<file path="config.mk">
export PLATFORM = sky130hd
export DESIGN_NAME = multicycle_control_fsm_flat
export DESIGN_NICKNAME = d
export VERILOG_FILES = /design/src/rtl/multicycle_pkg.sv /design/src/rtl/multicycle_control_fsm_if.sv /design/src/rtl/insn_class_decoder.sv /design/src/rtl/multicycle_control_fsm.sv /design/src/flat_wrapper.sv
export SDC_FILE = /design/constraint.sdc
export NUM_CORES = 1
export LEC_CHECK = 0
export CORE_ASPECT_RATIO = 0.9
export CORE_UTILIZATION = 44
export CTS_BUF_LIST = sky130_fd_sc_hd__clkbuf_8
export CTS_CLUSTER_SIZE = 30
export DETAILED_ROUTE_END_ITERATION = 8
export PLACE_DENSITY_LB_ADDON = 0.15
export SLEW_MARGIN = 5
export SYNTH_ARGS = -nofsm -noshare
export SYNTH_HDL_FRONTEND = slang
export SYNTH_HIERARCHICAL = 1
export SYNTH_SLANG_ARGS = --single-unit
</file>
<file path="constraint.sdc">
create_clock -name clk -period 5.5 [get_ports clk]
set_clock_uncertainty 0.05 [all_clocks]
set_input_delay 1.1 -clock clk [delete_from_list [all_inputs] [get_ports clk]]
set_output_delay 1.1 -clock clk [all_outputs]
set_load 0.005 [all_outputs]
</file>
<file path="src/rtl/multicycle_pkg.sv">
// multicycle_pkg: shared states, instruction classes, pc_src codes and opcode constants
package multicycle_pkg;
  typedef enum logic [2:0] {
    S_FETCH  = 3'b000,
    S_DECODE = 3'b001,
    S_EXEC   = 3'b010,
    S_MEM    = 3'b011,
    S_WB     = 3'b100,
    S_FAULT  = 3'b111
  } state_t;
  typedef enum logic [2:0] {
    C_ALU, C_LOAD, C_STORE, C_BRANCH, C_JUMP, C_JAL, C_JR, C_ILLEGAL
  } insn_class_t;
  localparam logic [1:0] PC_PLUS4  = 2'b00;
  localparam logic [1:0] PC_BRANCH = 2'b01;
  localparam logic [1:0] PC_JUMP   = 2'b10;
  localparam logic [1:0] PC_REG    = 2'b11;
  localparam int OP_RTYPE  = 0;
  localparam int OP_REGIMM = 1;
  localparam int OP_J      = 2;
  localparam int OP_JAL    = 3;
  localparam int OP_BEQ    = 4;
  localparam int OP_BNE    = 5;
  localparam int OP_ANDI   = 12;
  localparam int OP_ORI    = 13;
  localparam int OP_LUI    = 15;
  localparam int OP_LW     = 35;
  localparam int OP_SW     = 43;
  localparam int FN_JR     = 8;
  function automatic logic is_alu_funct(input int f);
    return f inside {29, 30, 31, 32, 34, 36, 37, 38, 42};
  endfunction
endpackage

</file>
<file path="src/rtl/multicycle_control_fsm_if.sv">
// multicycle_control_fsm_if: instruction/handshake inputs and datapath strobes of the control FSM
interface multicycle_control_fsm_if #(
  parameter int OPC_W = 6,
  parameter int FN_W  = 6,
  parameter int CNT_W = 32
);
  logic [OPC_W-1:0] opcode;
  logic [FN_W-1:0]  function_val;
  logic             imem_ready;
  logic             dmem_ready;
  logic             branch_taken;
  logic             imem_req;
  logic             ir_write;
  logic             pc_write;
  logic [1:0]       pc_src;
  logic             alu_start;
  logic             dmem_read;
  logic             dmem_write;
  logic             reg_write;
  logic             fault;
  logic [2:0]       state;
  logic [CNT_W-1:0] insn_count;
  modport master (
    input  opcode, function_val, imem_ready, dmem_ready, branch_taken,
    output imem_req, ir_write, pc_write, pc_src, alu_start, dmem_read, dmem_write,
           reg_write, fault, state, insn_count
  );
  modport slave (
    output opcode, function_val, imem_ready, dmem_ready, branch_taken,
    input  imem_req, ir_write, pc_write, pc_src, alu_start, dmem_read, dmem_write,
           reg_write, fault, state, insn_count
  );
endinterface

</file>
<file path="src/rtl/insn_class_decoder.sv">
// insn_class_decoder: combinational opcode/function to instruction class
module insn_class_decoder
  import multicycle_pkg::*;
#(
  parameter int OPC_W = 6,
  parameter int FN_W  = 6
) (
  input  logic [OPC_W-1:0] opcode,
  input  logic [FN_W-1:0]  function_val,
  output insn_class_t      cls
);
  int op;
  int fn;
  always_comb begin
    op  = int'(opcode);
    fn  = int'(function_val);
    cls = C_ILLEGAL;
    case (op)
      OP_RTYPE: cls = is_alu_funct(fn) ? C_ALU : fn == FN_JR ? C_JR : C_ILLEGAL;
      OP_ANDI, OP_ORI, OP_LUI: cls = C_ALU;
      OP_LW: cls = C_LOAD;
      OP_SW: cls = C_STORE;
      OP_REGIMM, OP_BEQ, OP_BNE: cls = C_BRANCH;
      OP_J: cls = C_JUMP;
      OP_JAL: cls = C_JAL;
      default: cls = C_ILLEGAL;
    endcase
  end
endmodule

</file>
<file path="src/rtl/multicycle_control_fsm.sv">
// multicycle_control_fsm: FETCH/DECODE/EXEC/MEM/WB sequencer with ready timeouts, fault and retire counter
module multicycle_control_fsm
  import multicycle_pkg::*;
#(
  parameter int OPC_W       = 6,
  parameter int FN_W        = 6,
  parameter int CNT_W       = 32,
  parameter int MEM_TIMEOUT = 15
) (
  input logic clk,
  input logic rst,
  multicycle_control_fsm_if.master bus
);
  localparam int WC_W = $clog2(MEM_TIMEOUT + 1);
  state_t           state_q, state_d;
  insn_class_t      cls_q, cls_d, dec_cls;
  logic [WC_W-1:0]  wait_q;
  logic [CNT_W-1:0] count_q;
  logic             retire;
  logic             timeout;
  insn_class_decoder #(.OPC_W(OPC_W), .FN_W(FN_W)) u_dec (
    .opcode       (bus.opcode),
    .function_val (bus.function_val),
    .cls          (dec_cls)
  );
  assign timeout        = wait_q == WC_W'(MEM_TIMEOUT - 1);
  assign bus.fault      = state_q == S_FAULT;
  assign bus.state      = state_q;
  assign bus.insn_count = count_q;
  always_ff @(posedge clk or posedge rst)
    if (rst) begin
      state_q <= S_FETCH;
      cls_q   <= C_ALU;
      wait_q  <= '0;
      count_q <= '0;
    end else begin
      state_q <= state_d;
      cls_q   <= cls_d;
      wait_q  <= (state_d != state_q) ? '0 : (state_q == S_FETCH || state_q == S_MEM) ? wait_q + WC_W'(1) : '0;
      count_q <= count_q + CNT_W'(retire);
    end
  always_comb begin
    state_d        = state_q;
    cls_d          = cls_q;
    retire         = 1'b0;
    bus.imem_req   = 1'b0;
    bus.ir_write   = 1'b0;
    bus.pc_write   = 1'b0;
    bus.pc_src     = PC_PLUS4;
    bus.alu_start  = 1'b0;
    bus.dmem_read  = 1'b0;
    bus.dmem_write = 1'b0;
    bus.reg_write  = 1'b0;
    case (state_q)
      S_FETCH: begin
        bus.imem_req = 1'b1;
        bus.ir_write = bus.imem_ready;
        bus.pc_write = bus.imem_ready;
        state_d      = bus.imem_ready ? S_DECODE : timeout ? S_FAULT : S_FETCH;
      end
      S_DECODE: begin
        cls_d   = dec_cls;
        state_d = dec_cls == C_ILLEGAL ? S_FAULT : S_EXEC;
      end
      S_EXEC: begin
        bus.alu_start = cls_q inside {C_ALU, C_LOAD, C_STORE};
        bus.pc_write  = (cls_q == C_BRANCH && bus.branch_taken) || cls_q inside {C_JUMP, C_JAL, C_JR};
        bus.pc_src    = (cls_q == C_BRANCH && bus.branch_taken) ? PC_BRANCH :
                        cls_q == C_JR ? PC_REG :
                        cls_q inside {C_JUMP, C_JAL} ? PC_JUMP : PC_PLUS4;
        bus.reg_write = cls_q == C_JAL;
        state_d       = cls_q == C_ALU ? S_WB :
                        cls_q inside {C_LOAD, C_STORE} ? S_MEM :
                        cls_q == C_ILLEGAL ? S_FAULT : S_FETCH;
        retire        = cls_q inside {C_BRANCH, C_JUMP, C_JAL, C_JR};
      end
      S_MEM: begin
        bus.dmem_read  = cls_q == C_LOAD;
        bus.dmem_write = cls_q == C_STORE;
        state_d        = bus.dmem_ready ? (cls_q == C_LOAD ? S_WB : S_FETCH) : timeout ? S_FAULT : S_MEM;
        retire         = bus.dmem_ready && cls_q == C_STORE;
      end
      S_WB: begin
        bus.reg_write = 1'b1;
        retire        = 1'b1;
        state_d       = S_FETCH;
      end
      S_FAULT: state_d = S_FAULT;
      default: state_d = S_FAULT;
    endcase
  end
endmodule

</file>
<file path="src/flat_wrapper.sv">
// flat-port wrapper written by rule: the top's interface ports become plain ports
module multicycle_control_fsm_flat import multicycle_pkg::*;
#(
  parameter int OPC_W       = 6,
  parameter int FN_W        = 6,
  parameter int CNT_W       = 32,
  parameter int MEM_TIMEOUT = 15
)
  (clk, rst, bus_opcode, bus_function_val, bus_imem_ready, bus_dmem_ready, bus_branch_taken, bus_imem_req, bus_ir_write, bus_pc_write, bus_pc_src, bus_alu_start, bus_dmem_read, bus_dmem_write, bus_reg_write, bus_fault, bus_state, bus_insn_count);
  multicycle_control_fsm_if #(.OPC_W(OPC_W), .FN_W(FN_W), .CNT_W(CNT_W)) bus_i ();
  input logic clk;
  input logic rst;
  input wire logic [$bits(bus_i.opcode)-1:0] bus_opcode;
  input wire logic [$bits(bus_i.function_val)-1:0] bus_function_val;
  input wire logic [$bits(bus_i.imem_ready)-1:0] bus_imem_ready;
  input wire logic [$bits(bus_i.dmem_ready)-1:0] bus_dmem_ready;
  input wire logic [$bits(bus_i.branch_taken)-1:0] bus_branch_taken;
  output wire logic [$bits(bus_i.imem_req)-1:0] bus_imem_req;
  output wire logic [$bits(bus_i.ir_write)-1:0] bus_ir_write;
  output wire logic [$bits(bus_i.pc_write)-1:0] bus_pc_write;
  output wire logic [$bits(bus_i.pc_src)-1:0] bus_pc_src;
  output wire logic [$bits(bus_i.alu_start)-1:0] bus_alu_start;
  output wire logic [$bits(bus_i.dmem_read)-1:0] bus_dmem_read;
  output wire logic [$bits(bus_i.dmem_write)-1:0] bus_dmem_write;
  output wire logic [$bits(bus_i.reg_write)-1:0] bus_reg_write;
  output wire logic [$bits(bus_i.fault)-1:0] bus_fault;
  output wire logic [$bits(bus_i.state)-1:0] bus_state;
  output wire logic [$bits(bus_i.insn_count)-1:0] bus_insn_count;
  assign bus_i.opcode = bus_opcode;
  assign bus_i.function_val = bus_function_val;
  assign bus_i.imem_ready = bus_imem_ready;
  assign bus_i.dmem_ready = bus_dmem_ready;
  assign bus_i.branch_taken = bus_branch_taken;
  assign bus_imem_req = bus_i.imem_req;
  assign bus_ir_write = bus_i.ir_write;
  assign bus_pc_write = bus_i.pc_write;
  assign bus_pc_src = bus_i.pc_src;
  assign bus_alu_start = bus_i.alu_start;
  assign bus_dmem_read = bus_i.dmem_read;
  assign bus_dmem_write = bus_i.dmem_write;
  assign bus_reg_write = bus_i.reg_write;
  assign bus_fault = bus_i.fault;
  assign bus_state = bus_i.state;
  assign bus_insn_count = bus_i.insn_count;
  multicycle_control_fsm #(.OPC_W(OPC_W), .FN_W(FN_W), .CNT_W(CNT_W), .MEM_TIMEOUT(MEM_TIMEOUT)) u_core (.clk(clk), .rst(rst), .bus(bus_i));
endmodule
</file>
==> results.sh <==
export IMPL_status="finished with violations"
export IMPL_failed_checks="DRC"
export IMPL_wl_per_cell_um=13.7
export IMPL_drive_gt1_share_pct=4.90
export IMPL_fmax_ghz=0.276
export IMPL_dp_hpwl_um=3640
export IMPL_area_growth_pct=29.8
export IMPL_layout_commonest_cell="clkdlybuf4s50_1"
export IMPL_grt_max_degree=43
export IMPL_crit_path_max_fanout=2
export IMPL_grt_pass1_wl_um=8400
export IMPL_cts_sinks=42
export IMPL_synth_area_top_cells="dfrtp_1 44%, xnor2_1 10%, nand3_1 4.2%"
export IMPL_end_kind="primary output"
export IMPL_post_route_drc_count=2
export IMPL_cp_top_family="buffers and inverters"
export IMPL_dp_slack_ns=1.87
export IMPL_mostFrequentLayoutCells="61 x clkdlybuf4s50_1, 42 x dfrtp_1, 28 x xnor2_1"
export IMPL_crit_type="in2out"
export IMPL_finalHoldViolCount=0
export IMPL_antenna_cells=0
export IMPL_finalCritPeriodShare_pct=65.8
export IMPL_synth_ff_type="dfrtp_1"
export IMPL_syn_inst=247
export IMPL_synth_simple_area_share_pct=27.5
export IMPL_numCtsBuffers=5
export IMPL_chipHeight_um=72.0
export IMPL_cts_hold_buffers=0
export IMPL_dr_total_vias=2045
export IMPL_setup_violations=0
export IMPL_vias_per_cell=5.48
export IMPL_place_congestion=0.792
export IMPL_grt_pass1_vias=1823
export IMPL_worstHoldPathType="reg2reg"
export IMPL_drtIter0Drc=103
export IMPL_initial_core_util_pct=45.6
export IMPL_wl_um=5100
export IMPL_synth_compound_area_share_pct=8.14
export IMPL_coreArea_um2=5260
export IMPL_io_buffers=61
export IMPL_cp_cell_sequence="clkdlybuf4s50_1 -> nor3b_1 -> a21oi_1 -> a21oi_1 -> clkdlybuf4s50_1"
export IMPL_period_minus_slack_ns=3.62
export IMPL_muxShareOfSynthArea_pct=1.36
export IMPL_htree_levels=2
export IMPL_cp_slowest_stage_delay_ns=0.51
export IMPL_synth_edf_count=0
export IMPL_place_area_um2=3030
export IMPL_drt_first_pass_iters=7
export IMPL_cellLeakagePower_nw=1.27
export IMPL_post_cts_buffers=0
export IMPL_drv_cap=0
export IMPL_die_x_um=79.8
export IMPL_maxSlewViolCount=0
export IMPL_synth_area_leader_cell="dfrtp_1"
export IMPL_synthArstFlopShare_pct=100
export IMPL_synth_area_um2=2400
export IMPL_irDropWorstVdd_mv=0.203
export IMPL_crit_buf_inv=2
export IMPL_rows=25
export IMPL_fillers=475
export IMPL_nets=327
export IMPL_cp_data_required_time_ns=4.35
export IMPL_yosysWarnings=6
export IMPL_clk_pin_slew_ns=0.08
export IMPL_relSlewSlack_pct=45.2
export IMPL_synth_nets=268
export IMPL_antenna_found_initial=0
export IMPL_rsz0062_at_grt="no"
export IMPL_synth_top_area_share_pct=43.8
export IMPL_antenna_left=0
export IMPL_synth_distinct_cells=49
export IMPL_root_buffer="clkbuf_8"
export IMPL_arrival_ns=2.47
export IMPL_clock_latency_ns=0.29
export IMPL_setup_ws_ns=1.88
export IMPL_avgSynthCellArea_um2=9.71
export IMPL_track_usage_pct=18.6
export IMPL_fin_setup_tns_ns=0
export IMPL_clk_path_buf_depth=2
export IMPL_overflow=0
export IMPL_ys_ff_latch=42
export IMPL_fp_dieArea_um2=5750
export IMPL_cts_resized=0
export IMPL_fin_area_um2=3110
export IMPL_synth_fa_ha_area_share_pct=2.09
export IMPL_num_io_pins=62
export IMPL_synth_xor_area_share_pct=12.4
export IMPL_tightestPinTransition_ns=0.818
export IMPL_synth_top_family_by_area="simple AND/OR/NAND/NOR gates"
export IMPL_cts_tree="yes"
export IMPL_worst_setup_path_start_kind="input pin"
export IMPL_cpMaxStageDelayCell="clkdlybuf4s50_1"
export IMPL_power_density_nw_per_um2=275
export IMPL_yosysSeqAreaShare_pct=43.8
[metal layers]
metal	up-vias	part of all wire [%]	wire length (µm)	GRT usage, %
met1	971	48	2460	26.6
met4	0	1.0	51	6.15
met2	57	45	2280	28.2
li1	1012	-	-	-
met3	5	6.2	316	3.90
met5	-	0	0	0
[per-stage QoR]
| stage | total power [W] | hold slack, ns | cells | util [%] |
|---|---|---|---|---|
| floorplan | 0.000557 | 0.416 | 247 | - |
| global placement | 0.000673 | 0.425 | 366 | 57.7 |
| detailed placement | 0.000674 | 0.433 | 366 | 57.7 |
| CTS | 0.000861 | 0.444 | 373 | 59.2 |
| global route | 0.000911 | 0.455 | 373 | 59.2 |
| finish | 0.000854 | 0.444 | 373 | 59.2 |
[worst paths after layout]
kind / cells past startpoint / from / endpoint / slack [ns]
max in group asynchronous: 3 / rst / u_core/bus.insn_count[16] / 3.86
min reg2reg: 1 / u_core/bus.insn_count[22] / u_core/bus.insn_count[22] / 0.44
max: 5 / bus_branch_taken / bus_pc_write / 1.88
min in group asynchronous: 3 / rst / u_core/bus.insn_count[29] / 1.19
min: 1 / u_core/bus.insn_count[22] / u_core/bus.insn_count[22] / 0.44
max reg2reg: 9 / u_core/bus.state[1] / u_core/bus.insn_count[11] / 2.32
[synth_stat cells, drive strengths merged (2+ instances only)]
library cell,instances
a21oi,7
a31oi,2
and2,4
and3,9
and4,7
buf,8
clkbuf,2
dfrtp,42
ha,4
inv,12
mux2,2
nand2,18
nand2b,2
nand3,20
nand4,14
nand4b,2
nor2,10
nor2b,4
nor3,8
nor3b,4
nor4,5
nor4bb,2
o211ai,4
o21ai,7
xnor2,28
xor2,6
[where the power goes]
part           internal (W)  total (W)  switching, W  leakage, nW
registers          0.000346   0.000423     0.0000772        0.558
clock network     0.0000852   0.000184     0.0000987       0.0438
logic              0.000143   0.000248      0.000105        0.668
total              0.000574   0.000854      0.000281         1.27
[final cells by class]
| cell class | instances | area (µm²) | area share, % |
|---|---|---|---|
| clock buffers | 5 | 68.8 | 2.21 |
| clock inverters | 2 | 10.0 | 0.322 |
| inverters | 12 | 45.0 | 1.45 |
| multi-input cells | 183 | 1230 | 39.7 |
| flip-flops and latches | 42 | 1050 | 33.8 |
| well taps | 67 | 83.8 | 2.69 |
| repair buffers | 62 | 618 | 19.9 |
[kinds of logic after synthesis]
family | after synthesis
AND/OR/NAND/NOR | 113
flip-flops | 42
XOR/XNOR | 34
AO/OA/AOI/OAI | 29
buffers and inverters | 22
adder cells (fa/ha/maj) | 4
multiplexers | 3
[flip-flops by register name, indices dropped and copies added, names as in the netlist]
signal / count
u_core/cls_q: 3
u_core/wait_q: 4
u_core/bus.insn_count: 32
u_core/bus.state: 3
Power figures use the tool's default switching activity.
